==> config.mk <==
export PLATFORM = sky130hd
export DESIGN_NAME = cpu_mc
export DESIGN_NICKNAME = d
export VERILOG_FILES = /design/src/rtl/cpu_mc.sv
export SDC_FILE = /design/constraint.sdc
export NUM_CORES = 1
export LEC_CHECK = 0
export CAP_MARGIN = 5
export CORE_UTILIZATION = 40
export DETAILED_ROUTE_END_ITERATION = 12
export SLEW_MARGIN = 40
export SYNTH_ARGS = -nofsm -noshare
export SYNTH_HDL_FRONTEND = slang
export SYNTH_SLANG_ARGS = --single-unit
==> constraint.sdc <==
create_clock -name clk -period 10.3 [get_ports clk]
set_input_delay 2.575 -clock clk [delete_from_list [all_inputs] [get_ports clk]]
set_output_delay 2.575 -clock clk [all_outputs]
set_load 0.02 [all_outputs]
==> src/rtl/cpu_mc.sv <==
`default_nettype none
// ============================================================================
// Module : cpu_mc
// Multi-cycle CPU: handshaked 16-bit fetch, 16-entry register file, Z/V/N flags.
// Rev    : 1.0
// ============================================================================
module cpu_mc #(
    parameter int DATA_W = 16,
    parameter int ADDR_W = 16
) (
    input  logic              clk,
    input  logic              rst_n,
    output logic              imem_req,
    output logic [ADDR_W-1:0] imem_addr,
    input  logic              imem_rdy,
    input  logic [15:0]       imem_data,
    output logic              hlt,
    output logic [ADDR_W-1:0] dbg_pc,
    output logic [2:0]        dbg_flags
);

    typedef enum logic [1:0] {
        S_FETCH = 2'd0,
        S_EXEC  = 2'd1,
        S_HALT  = 2'd2
    } state_t;

    localparam int         c_MSB    = DATA_W - 1;
    localparam logic [3:0] c_OP_ADD = 4'h0;
    localparam logic [3:0] c_OP_SUB = 4'h1;
    localparam logic [3:0] c_OP_AND = 4'h2;
    localparam logic [3:0] c_OP_NOR = 4'h3;
    localparam logic [3:0] c_OP_SLL = 4'h4;
    localparam logic [3:0] c_OP_SRL = 4'h5;
    localparam logic [3:0] c_OP_SRA = 4'h6;
    localparam logic [3:0] c_OP_LLB = 4'h7;
    localparam logic [3:0] c_OP_B   = 4'hC;
    localparam logic [3:0] c_OP_HLT = 4'hF;

    state_t            state_q;
    logic [ADDR_W-1:0] pc_q;
    logic [ADDR_W-1:0] pc_d;
    logic [15:0]       ir_q;
    logic [DATA_W-1:0] regs_q [16];
    logic              z_q, v_q, n_q;
    logic              z_d, v_d, n_d;
    logic              req_q, hlt_q;

    logic [3:0]        op, rd, rs, rt;
    logic [DATA_W-1:0] rs_val, rt_val, res_d;
    logic              wr_d, halt_d, taken;
    logic [ADDR_W+8:0] off_ext;

    assign op      = ir_q[15:12];
    assign rd      = ir_q[11:8];
    assign rs      = ir_q[7:4];
    assign rt      = ir_q[3:0];
    // Entry 0 is reset to zero and never written, so it reads as R0 directly.
    assign rs_val  = regs_q[rs];
    assign rt_val  = regs_q[rt];
    assign off_ext = {{ADDR_W{ir_q[8]}}, ir_q[8:0]};

    always_comb begin
        taken = 1'b0;
        case (ir_q[11:9])
            3'b000:  taken = !z_q;
            3'b001:  taken = z_q;
            3'b010:  taken = !z_q && !n_q;
            3'b011:  taken = n_q;
            3'b100:  taken = !n_q;
            3'b101:  taken = z_q || n_q;
            3'b110:  taken = v_q;
            default: taken = 1'b1;
        endcase
    end

    always_comb begin
        res_d  = '0;
        wr_d   = 1'b0;
        halt_d = 1'b0;
        z_d    = z_q;
        v_d    = v_q;
        n_d    = n_q;
        pc_d   = pc_q + ADDR_W'(1);
        case (op)
            c_OP_ADD: begin
                res_d = rs_val + rt_val;
                wr_d  = 1'b1;
                z_d   = (res_d == '0);
                n_d   = res_d[c_MSB];
                v_d   = (rs_val[c_MSB] == rt_val[c_MSB]) && (res_d[c_MSB] != rs_val[c_MSB]);
            end
            c_OP_SUB: begin
                res_d = rs_val - rt_val;
                wr_d  = 1'b1;
                z_d   = (res_d == '0);
                n_d   = res_d[c_MSB];
                v_d   = (rs_val[c_MSB] != rt_val[c_MSB]) && (res_d[c_MSB] != rs_val[c_MSB]);
            end
            c_OP_AND: begin
                res_d = rs_val & rt_val;
                wr_d  = 1'b1;
                z_d   = (res_d == '0);
            end
            c_OP_NOR: begin
                res_d = ~(rs_val | rt_val);
                wr_d  = 1'b1;
                z_d   = (res_d == '0);
            end
            // Shift amount is the raw rt field, not the register it names.
            c_OP_SLL: begin
                res_d = rs_val << rt;
                wr_d  = 1'b1;
                z_d   = (res_d == '0);
            end
            c_OP_SRL: begin
                res_d = rs_val >> rt;
                wr_d  = 1'b1;
                z_d   = (res_d == '0);
            end
            c_OP_SRA: begin
                res_d = $signed(rs_val) >>> rt;
                wr_d  = 1'b1;
                z_d   = (res_d == '0);
            end
            c_OP_LLB: begin
                res_d = {{(DATA_W-8){ir_q[7]}}, ir_q[7:0]};
                wr_d  = 1'b1;
            end
            c_OP_B: begin
                if (taken) begin
                    pc_d = pc_q + ADDR_W'(1) + off_ext[ADDR_W-1:0];
                end
            end
            c_OP_HLT: begin
                halt_d = 1'b1;
                pc_d   = pc_q;
            end
            default: begin
                pc_d = pc_q + ADDR_W'(1);
            end
        endcase
    end

    always_ff @(posedge clk or negedge rst_n) begin
        if (!rst_n) begin
            state_q <= S_FETCH;
            pc_q    <= '0;
            ir_q    <= '0;
            z_q     <= 1'b0;
            v_q     <= 1'b0;
            n_q     <= 1'b0;
            req_q   <= 1'b1;
            hlt_q   <= 1'b0;
            for (int i = 0; i < 16; i++) begin
                regs_q[i] <= '0;
            end
        end else begin
            case (state_q)
                S_FETCH: begin
                    if (imem_rdy) begin
                        ir_q    <= imem_data;
                        state_q <= S_EXEC;
                        req_q   <= 1'b0;
                    end
                end
                S_EXEC: begin
                    pc_q <= pc_d;
                    z_q  <= z_d;
                    v_q  <= v_d;
                    n_q  <= n_d;
                    if (wr_d && (rd != 4'd0)) begin
                        regs_q[rd] <= res_d;
                    end
                    if (halt_d) begin
                        state_q <= S_HALT;
                        hlt_q   <= 1'b1;
                    end else begin
                        state_q <= S_FETCH;
                        req_q   <= 1'b1;
                    end
                end
                S_HALT: begin
                    state_q <= S_HALT;
                end
                default: begin
                    state_q <= S_FETCH;
                    req_q   <= 1'b1;
                    hlt_q   <= 1'b0;
                end
            endcase
        end
    end

    assign imem_req  = req_q;
    assign imem_addr = pc_q;
    assign dbg_pc    = pc_q;
    assign hlt       = hlt_q;
    assign dbg_flags = {z_q, v_q, n_q};

endmodule
`default_nettype wire

==> summary by stage, run 1 <==
Setup path
At the worst endpoint, the required time is 10.73 ns. Traced cell by cell, the critical path runs through buf_6 > nor2b_1 > a22oi_1 > nand2_1 > o21a_1 > inv_1 > ha_1 > nor3_1 > nand2_1 > o211ai_1 > o21ai_0 > o21ai_0 > a21oi_1 > xnor2_1 > nor2_1 > nor4_4 > o21ai_0. The category of the worst setup path capture point is a flip-flop. The dominant cell type by count on the critical path is o21ai_0. On the worst path, the slowest cell contributes a delay of approximately 0.76 ns. The arrival time of data at the critical path endpoint is 6.88 ns. The critical path's top delay family is simple AND/OR/NAND/NOR gates. The startpoint type of the worst setup path is a flip-flop. The worst setup path is of the flip-flop to flip-flop kind. Along the worst path, the maximum fanout reaches 63.

The critical path contains buffers and inverters numbering 2 combined. The cell with the largest stage delay on the worst path is nor2b_1.

CTS
TritonCTS built the clock tree. The number of cells upsized or downsized after cts is 0. Post-CTS timing repair inserted 0 buffers for setup.

The maximum buffer depth of the clock tree is 3. The number of buffers created by CTS is 37. The clock latency reported for the late side of the worst-skew pair is a little under 0.6 ns. The number of sinks driven by the clock tree is between 200 and 300.

The clock root buffer master is clkbuf_16. The number of buffers inserted by hold repair at cts is 0. The clock slew seen by the registers of the worst setup and hold paths is 0.06 ns. The number of H-tree branching levels is 2.

Finish
The number of nets at the end of the flow is 2167. The number of antenna cells inserted is 0. Summing all non-filler instances in the final layout gives an area of ~23000 um^2.

Cells fill a little under half of the core in the end. The area added between synthesis and finish is 11.19%. The fraction of final layout cells sized beyond drive strength 1 is 18.86%.

Place
The number of buffers inserted by port buffering is 55. Once detailed placement completed, the half-perimeter wirelength came to 53320 um. Once placement finished, the instance area stood at 21830 um^2. The final weighted congestion in routability-driven placement is 1.026.

Route
For this run, the detailed router's first-pass iteration total came to 5. For this run, design rule violations remaining after detail routing come to 0. The number of violations reported at the end of detailed-routing iteration 0 is 1787. The overall routed net length is around 76000 um. The detailed-route vias per instance is approximately 6.4. The detail route stage leaves a number of antenna-violating nets equal to 0.

The count of vias placed by the detailed router is roughly 18000. The post-detailed-route wirelength per cell is 27.12 um.

Logic synthesis
The number of instances in the synthesized netlist is ~2100. The area of the mapped netlist is 20780 um^2. By area the synthesized netlist is led by dfrtp_1 (35%), mux4_2 (11%), mux2_2 (6.7%), mux2i_1 (5.0%), ha_1 (3.8%). The total nets after synthesis is 2211.

The fraction of post-synthesis cell area in the top cell type by area is roughly 35%. The proportion of synthesized flip-flops having asynchronous set or reset is 100.0%. The netlist uses 82 different library cells.

In the synthesized netlist the dominant register cell turns out to be dfrtp_1. The average instance area after synthesis is 9.776 um^2. During synthesis, Yosys emitted a total of 0 warnings.

The number of enable flip-flop cells after synthesis is 0. The largest area contributor in the synthesized netlist is dfrtp_1. The share of the Yosys chip area taken by registers is 35.52%. The flip-flop and latch count after synthesis is roughly 300.

Global route
The initial antenna violation count was 1. Entering global routing, the biggest net connects 91 pins. The via count of the first global-routing pass was 17437. Summed over all layers, the global routing overflow is 0.

Global routing consumed, over all layers together, 28.48% of the routing resources. The global-route wire length before repair is 112900 um.

Floorplanning
The number of placement rows is 83. The number of top-level pins is 56. The x dimension of the die is 229.9 um. The core area is between 50000 and 60000 um^2.

The initial cell density of the core is 40.51%. The die covers around 53000 um^2. The floorplan step set the die height to 229.9 um.

Timing
The total count of max-transition violations in the final report is 0. For the final routed database, the setup TNS stands at 0 ns. The time the worst path needs with I/O delays and setup is around 6.5 ns.

Headroom to the max-slew limit came out at 31.35%. The worst path uses 62.69% of the clock period. For the pin with the worst max-slew slack, the measured transition is around 1 ns. Setup repair after global routing left no endpoint under its margin.

Across the routed clock network, the largest skew measured is 0.02524 ns. Setup violations remaining at the end of the flow were counted as 0. Based on the critical path, the design can be clocked at up to around 0.15 GHz. The final number of hold-violating endpoints was 0.

Power and ir drop
The internal portion of the total power is 0.004484 W. The analysis attributes to cell leakage a power of 9.856 nW. In this run the power spent charging and discharging nets is 0.004692 W. The proportion of power drawn by flip-flops and latches is between 20% and 30%. The worst ir drop on vdd is 200.5 uV. The switching power share of the total is 51.14%.

The share of power burned in the clock network is about 14%. The power density over the cells is between 300 and 400 nW/um^2. The part of the total power dissipated in combinational logic is a little under two thirds. The total power of the final layout is 0.009176 W.

Run
Max-cap violations in this run came to 0.

Worst hold path
In this run the worst hold path is classified as flip-flop to flip-flop.

Status
The flow ran to the end, and the final reports show no timing, DRC or antenna violations.
-- flip-flops by register name (all words and copies together) (netlist names), 2 cells and up --
register,cells
state_q,2
ir_q,16
regs_q,256
dbg_pc,16
-- metal layers --
metal | up-vias | GRT usage (%) | part of all wire, %
li1 | 7787 | - | -
met1 | 9032 | 39.05 | 43
met2 | 798 | 44.46 | 45
met3 | 166 | 4.501 | 7.3
met4 | 0 | 12.44 | 4.5
met5 | - | 0 | 0
-- synthesized netlist by cell type (all sizes together) (36+ instances only) --
library cell	number
nand3	60
xnor2	36
a22oi	49
ha	63
a21oi	157
nand2	200
mux2	125
buf	58
mux4	106
dfrtp	294
clkbuf	123
inv	58
mux2i	104
o21ai	143
nor2	167
-- cells in the final DEF (no fill, tap or decap), types with 11 or more instances in the layout --
cell type          n
mux4_2           106
o211ai_1          25
nand2b_1          22
nor2b_1           14
clkdlybuf4s50_1   54
nand4_1           17
xnor2_1           36
nor3_1            26
ha_1              63
a22oi_1           49
clkbuf_16         37
buf_4             38
a31oi_1           12
nor2_2            12
a21oi_1          155
and3_1            20
xor2_1            18
clkbuf_8          11
mux2i_1          104
nand3_1           60
o22ai_1           19
dfrtp_1          289
or2_2             11
nor4_1            12
nor2_1           155
inv_1             57
o21ai_0          137
mux2_2           123
nand2_1          197
a211oi_1          15
-- final cells by class --
cell class                      instances  area (um^2)
Clock buffer                           50         1085
Clock inverter                         17        178.9
Fill cell                            4819        28190
Inverter                               61        230.2
Multi-Input combinational cell       1589        12470
Sequential cell                       295         7400
Tap cell                              680        850.8
Timing Repair Buffer                   98        890.9
-- worst register-to-register path, cell delays in order, from the launching register on --
cell and delay, ns:
dfrtp_4 0.75, buf_6 0.64, nor2b_1 0.83, a22oi_1 0.32, nand2_1 0.14, o21a_1 0.23
inv_1 0.10, ha_1 0.28, nor3_1 0.49, nand2_1 0.13, o211ai_1 0.33, o21ai_0 0.25
o21ai_0 0.34, a21oi_1 0.17, xnor2_1 0.27, nor2_1 0.11, nor4_4 0.71, o21ai_0 0.21
-- cell families after synthesis --
group,after synthesis,synth area share (%)
compound gates,536,16.42
xor+xnor,54,2.276
fa+ha+maj,66,4.082
buf+inv,242,5.123
flops,295,35.52
mux,335,23.27
simple gates,598,13.30
-- through the flow --
| stage | setup WS [ns] | hold WS [ns] | instances |
|---|---|---|---|
| detailed placement | 3.838 | 0.3833 | 2723 |
| floorplan | 4.343 | 0.4413 | 2126 |
| global placement | 3.764 | 0.3837 | 2722 |
| finish | 3.843 | 0.3926 | 2790 |
| global route | 3.551 | 0.4139 | 2790 |
| CTS | 3.822 | 0.3987 | 2790 |
-- final timing paths --
path / from / endpoint / slack [ns] / cells after the start
max in group asynchronous: rst_n / regs_q[5]$_DFFE_PN0P_ / 7.07 / 2
setup reg to reg: ir_q[6]$_DFFE_PN0P_ / regs_q[207]$_DFFE_PN0P_ / 3.84 / 17
hold reg to reg: regs_q[241]$_DFFE_PN0P_ / regs_q[241]$_DFFE_PN0P_ / 0.39 / 0
hold / removal: regs_q[241]$_DFFE_PN0P_ / regs_q[241]$_DFFE_PN0P_ / 0.39 / 0
min in group asynchronous: rst_n / regs_q[225]$_DFFE_PN0P_ / 2.05 / 1
setup / recovery: ir_q[6]$_DFFE_PN0P_ / regs_q[207]$_DFFE_PN0P_ / 3.84 / 17
-- power by group through the flow --
stage | Combinational [W] | Clock, W | Sequential [W]
finish | 0.00585 | 0.00132 | 0.00200
global route | 0.00622 | 0.00140 | 0.00205
CTS | 0.00570 | 0.00136 | 0.00199
detailed placement | 0.00567 | 0 | 0.00201
global placement | 0.00560 | 0 | 0.00199
floorplan | 0.00406 | 0 | 0.00178
No activity file was read; power rests on OpenSTA's default activity.
==> inputs of run 2 (changes only) <==
- clock period: 10.3 -> 6.7 ns (I/O delays scaled with it)
==> summary by stage, run 2 (synthesized netlist as in run 1, its figures left out) <==
Status
The run finished with clean final reports.

Power and ir drop
The part of the total power dissipated in combinational logic is 63.2% (-0.6 points). The switching power share of the total is 50.70% (-0.44 points). The worst ir drop on vdd is 220.1 uV (+9.8%). The total power of the final layout came to 0.01419 W (+55%). The proportion of power drawn by flip-flops and latches is 22.0% (+0.2 points). The power density over the cells is 611.7 nW/um^2 (+54%).

The internal cell power was 0.006994 W (+56%). The share of power burned in the clock network is 14.8% (+0.4 points). The net load switching power is 0.007192 W (+53%). The static leakage power is 9.908 nW (+0.53%).

Timing
The normalized max-slew margin is 41.25% (+9.9 points). The final number of hold-violating endpoints is 0 (unchanged). The pin slew with the least headroom to its limit is 0.8813 ns (-0.1397 ns). The summed negative setup slack over all endpoints is 0 ns (unchanged).

The highest achievable clock rate is 0.1747 GHz (+13%). The number of failing setup endpoints in the final timing report was 0 (unchanged). Setup repair after global routing left no endpoint under its margin. The worst clock skew on the final layout is 0.02824 ns (+0.002993 ns). The time the worst path needs with I/O delays and setup is 5.722 ns (-0.7343 ns). The total count of max-transition violations in the final report is 0 (unchanged). The post-route clock period utilization is 85.41% (+23 points).

CTS
The clock slew seen by the registers of the worst setup and hold paths was 0.05 ns (about the same). The maximum buffer depth of the clock tree is 3 (unchanged). The number of buffers inserted by hold repair at cts came to 0 (unchanged).

The post-CTS setup-driven buffer insertion count was 0 (unchanged). The number of buffers created by CTS is 37 (unchanged). The number of sinks driven by the clock tree is 295 (unchanged). The number of cells upsized or downsized after cts is 0 (unchanged). The clock latency reported for the late side of the worst-skew pair is 0.58 ns (about the same). In this run the clock root is driven by a clkbuf_16. The number of H-tree branching levels is 2 (unchanged). TritonCTS built the clock tree.

Finish
The number of nets at the end of the flow was 2176 (+0.42%). The number of antenna cells inserted is 0 (unchanged). The commonest non-fill, non-tap cell in the layout is dfrtp_1. In the layout the commonest cells are dfrtp_1 (289), nand2_1 (194), a21oi_1 (157).

The register with the most flip-flops in the final layout is regs_q. The footprint of the multi-input gates is 12430 um^2 (-0.37%). The sequential cell area was 7400 um^2 (unchanged). The fraction of final layout cells sized beyond drive strength 1 came to 18.94% (+0.079 points). The number of flip-flops in the largest register is 256 (unchanged).

From synthesis to final layout, the design area changed by 11.58%. The layout filler cell count is 4794 (-0.52%).

Floorplanning
The number of placement rows was 83 (unchanged). The core area is 51300 um^2 (unchanged). The initial cell density of the core is 40.51% (unchanged). The x dimension of the die is 229.9 um (unchanged). The die footprint was 52870 um^2 (unchanged). The y dimension of the die came to 229.9 um (unchanged). The number of top-level pins was 56 (unchanged).

Setup path
The arrival time of data at the critical path endpoint is 6.16 ns (-0.72 ns). The category of the worst setup path capture point is a flip-flop. The largest fanout on the critical path is 50 (-21%). STA classifies the critical path startpoint as a flip-flop. The worst endpoint required time was 7.13 ns (-3.60 ns). The type of the worst setup path is flip-flop to flip-flop.

Place
The number of buffers inserted by port buffering was 55 (unchanged). The final weighted congestion in routability-driven placement came to 1.036 (+0.96%). The total half-perimeter wirelength after legalization and detailed placement is 52840 um (-0.91%).

Global route
The initial antenna violation count is 1 (unchanged). The total routing resource utilization after global routing is 28.44% (-0.045 points). The global-route track usage on met2 is 43.63% (-0.83 points). The met1 routing resource usage after global routing was 38.48% (-0.56 points). The busiest metal layer after global routing is met2. The remaining global-route overflow is 0 (unchanged). The global-route wire length before repair came to 113900 um (+0.84%). The maximum number of pins on one net before global-route repair is 146 (+60%).

The met3 layer usage reported by global route is 5.208% (+0.71 points). The via count of the first global-routing pass is 17908 (+2.7%).

Route
The overall routed net length was 74950 um (-0.95%). The number of violations reported at the end of detailed-routing iteration 0 came to 1976 (+11%). The detailed-routing iteration count for the pre-antenna-repair pass is 6 (+1). The post-detailed-route wirelength per cell is 26.80 um (-1.2%).

The detailed-route vias per instance is 6.371 (about the same). The count of vias placed by the detailed router is 17819 (+0.20%). The count of unresolved DRC violations after routing is 0 (unchanged). The remaining number of nets flagged by the antenna check after routing is 0 (unchanged).

Worst hold path
The tightest min-delay check is of the flip-flop to flip-flop type.

Run
The max-cap violation count is 0 (unchanged).
-- run 2: changes by cell type in the layout (fill, tap and decap cells not counted), moves of 3 or more --
cell       previous run  this run
buf_6                 4         0
nand2_2               0         4
clkbuf_8             11         6
bufinv_16             1         4
buf_4                38        48
nand2_1             197       194
-- run 2: final timing paths --
kind                                         start                      end  slack, ns  depth (start not counted)
setup / recovery               ir_q[6]$_DFFE_PN0P_   regs_q[62]$_DFFE_PN0P_       0.98                         14
hold / removal             regs_q[244]$_DFFE_PN0P_  regs_q[244]$_DFFE_PN0P_       0.40                          0
setup reg to reg               ir_q[6]$_DFFE_PN0P_   regs_q[62]$_DFFE_PN0P_       0.98                         14
hold reg to reg            regs_q[244]$_DFFE_PN0P_  regs_q[244]$_DFFE_PN0P_       0.40                          0
max in group asynchronous                    rst_n      ir_q[0]$_DFFE_PN0P_       4.25                          3
min in group asynchronous                    rst_n  regs_q[176]$_DFFE_PN0P_       0.97                          1
-- run 2: per-stage QoR --
stage | hold slack [ns] | worst slack, ns | utilization (%) | area, um^2 | cells
2_1_floorplan | 0.4413 | 0.7431 | - | 20780 | 2126
3_3_place_gp | 0.3816 | 1.142 | 42.48 | 21790 | 2729
3_5_place_dp | 0.3865 | 1.089 | 42.57 | 21840 | 2729
4_1_cts | 0.4001 | 1.052 | 45.05 | 23110 | 2794
5_1_grt | 0.4057 | 0.6668 | 45.21 | 23190 | 2797
6_report | 0.4035 | 0.9775 | 45.21 | 23190 | 2797
-- run 2: layout make-up --
cell class	instances	area share (%)
multi-input combinational	1589	53.59
sequential	295	31.91
clock buffer	46	4.489
timing repair buffer	107	4.359
tap	680	3.669
clock inverter	19	1.004
inverter	61	0.9873
-- run 2: critical path, cell delays in order (launching register included) --
cell and delay (ns):
dfrtp_4 0.94, buf_4 0.41, mux2_2 0.39, mux4_2 0.48, a21oi_1 0.45, ha_1 0.43
and2_1 0.21, a22o_1 0.22, a311o_1 0.37, a31o_2 0.25, a21oi_1 0.17, xnor2_1 0.11
nand2_1 0.09, nand4_1 0.48, mux2_2 0.50
-- run 2: power groups by stage --
stage / Sequential [W] / Combinational [W] / Clock [W]
detailed placement: 0.00316 / 0.00863 / 0
floorplan: 0.00273 / 0.00624 / 0
global placement: 0.00313 / 0.00856 / 0
global route: 0.00320 / 0.00956 / 0.00221
finish: 0.00312 / 0.00896 / 0.00211
CTS: 0.00314 / 0.00868 / 0.00214
-- run 2: metal layers --
metal,vias to the layer above,part of all wire (%)
met5,-,0
met4,0,5.1
met3,184,7.8
met2,877,44
met1,8959,43
li1,7799,-
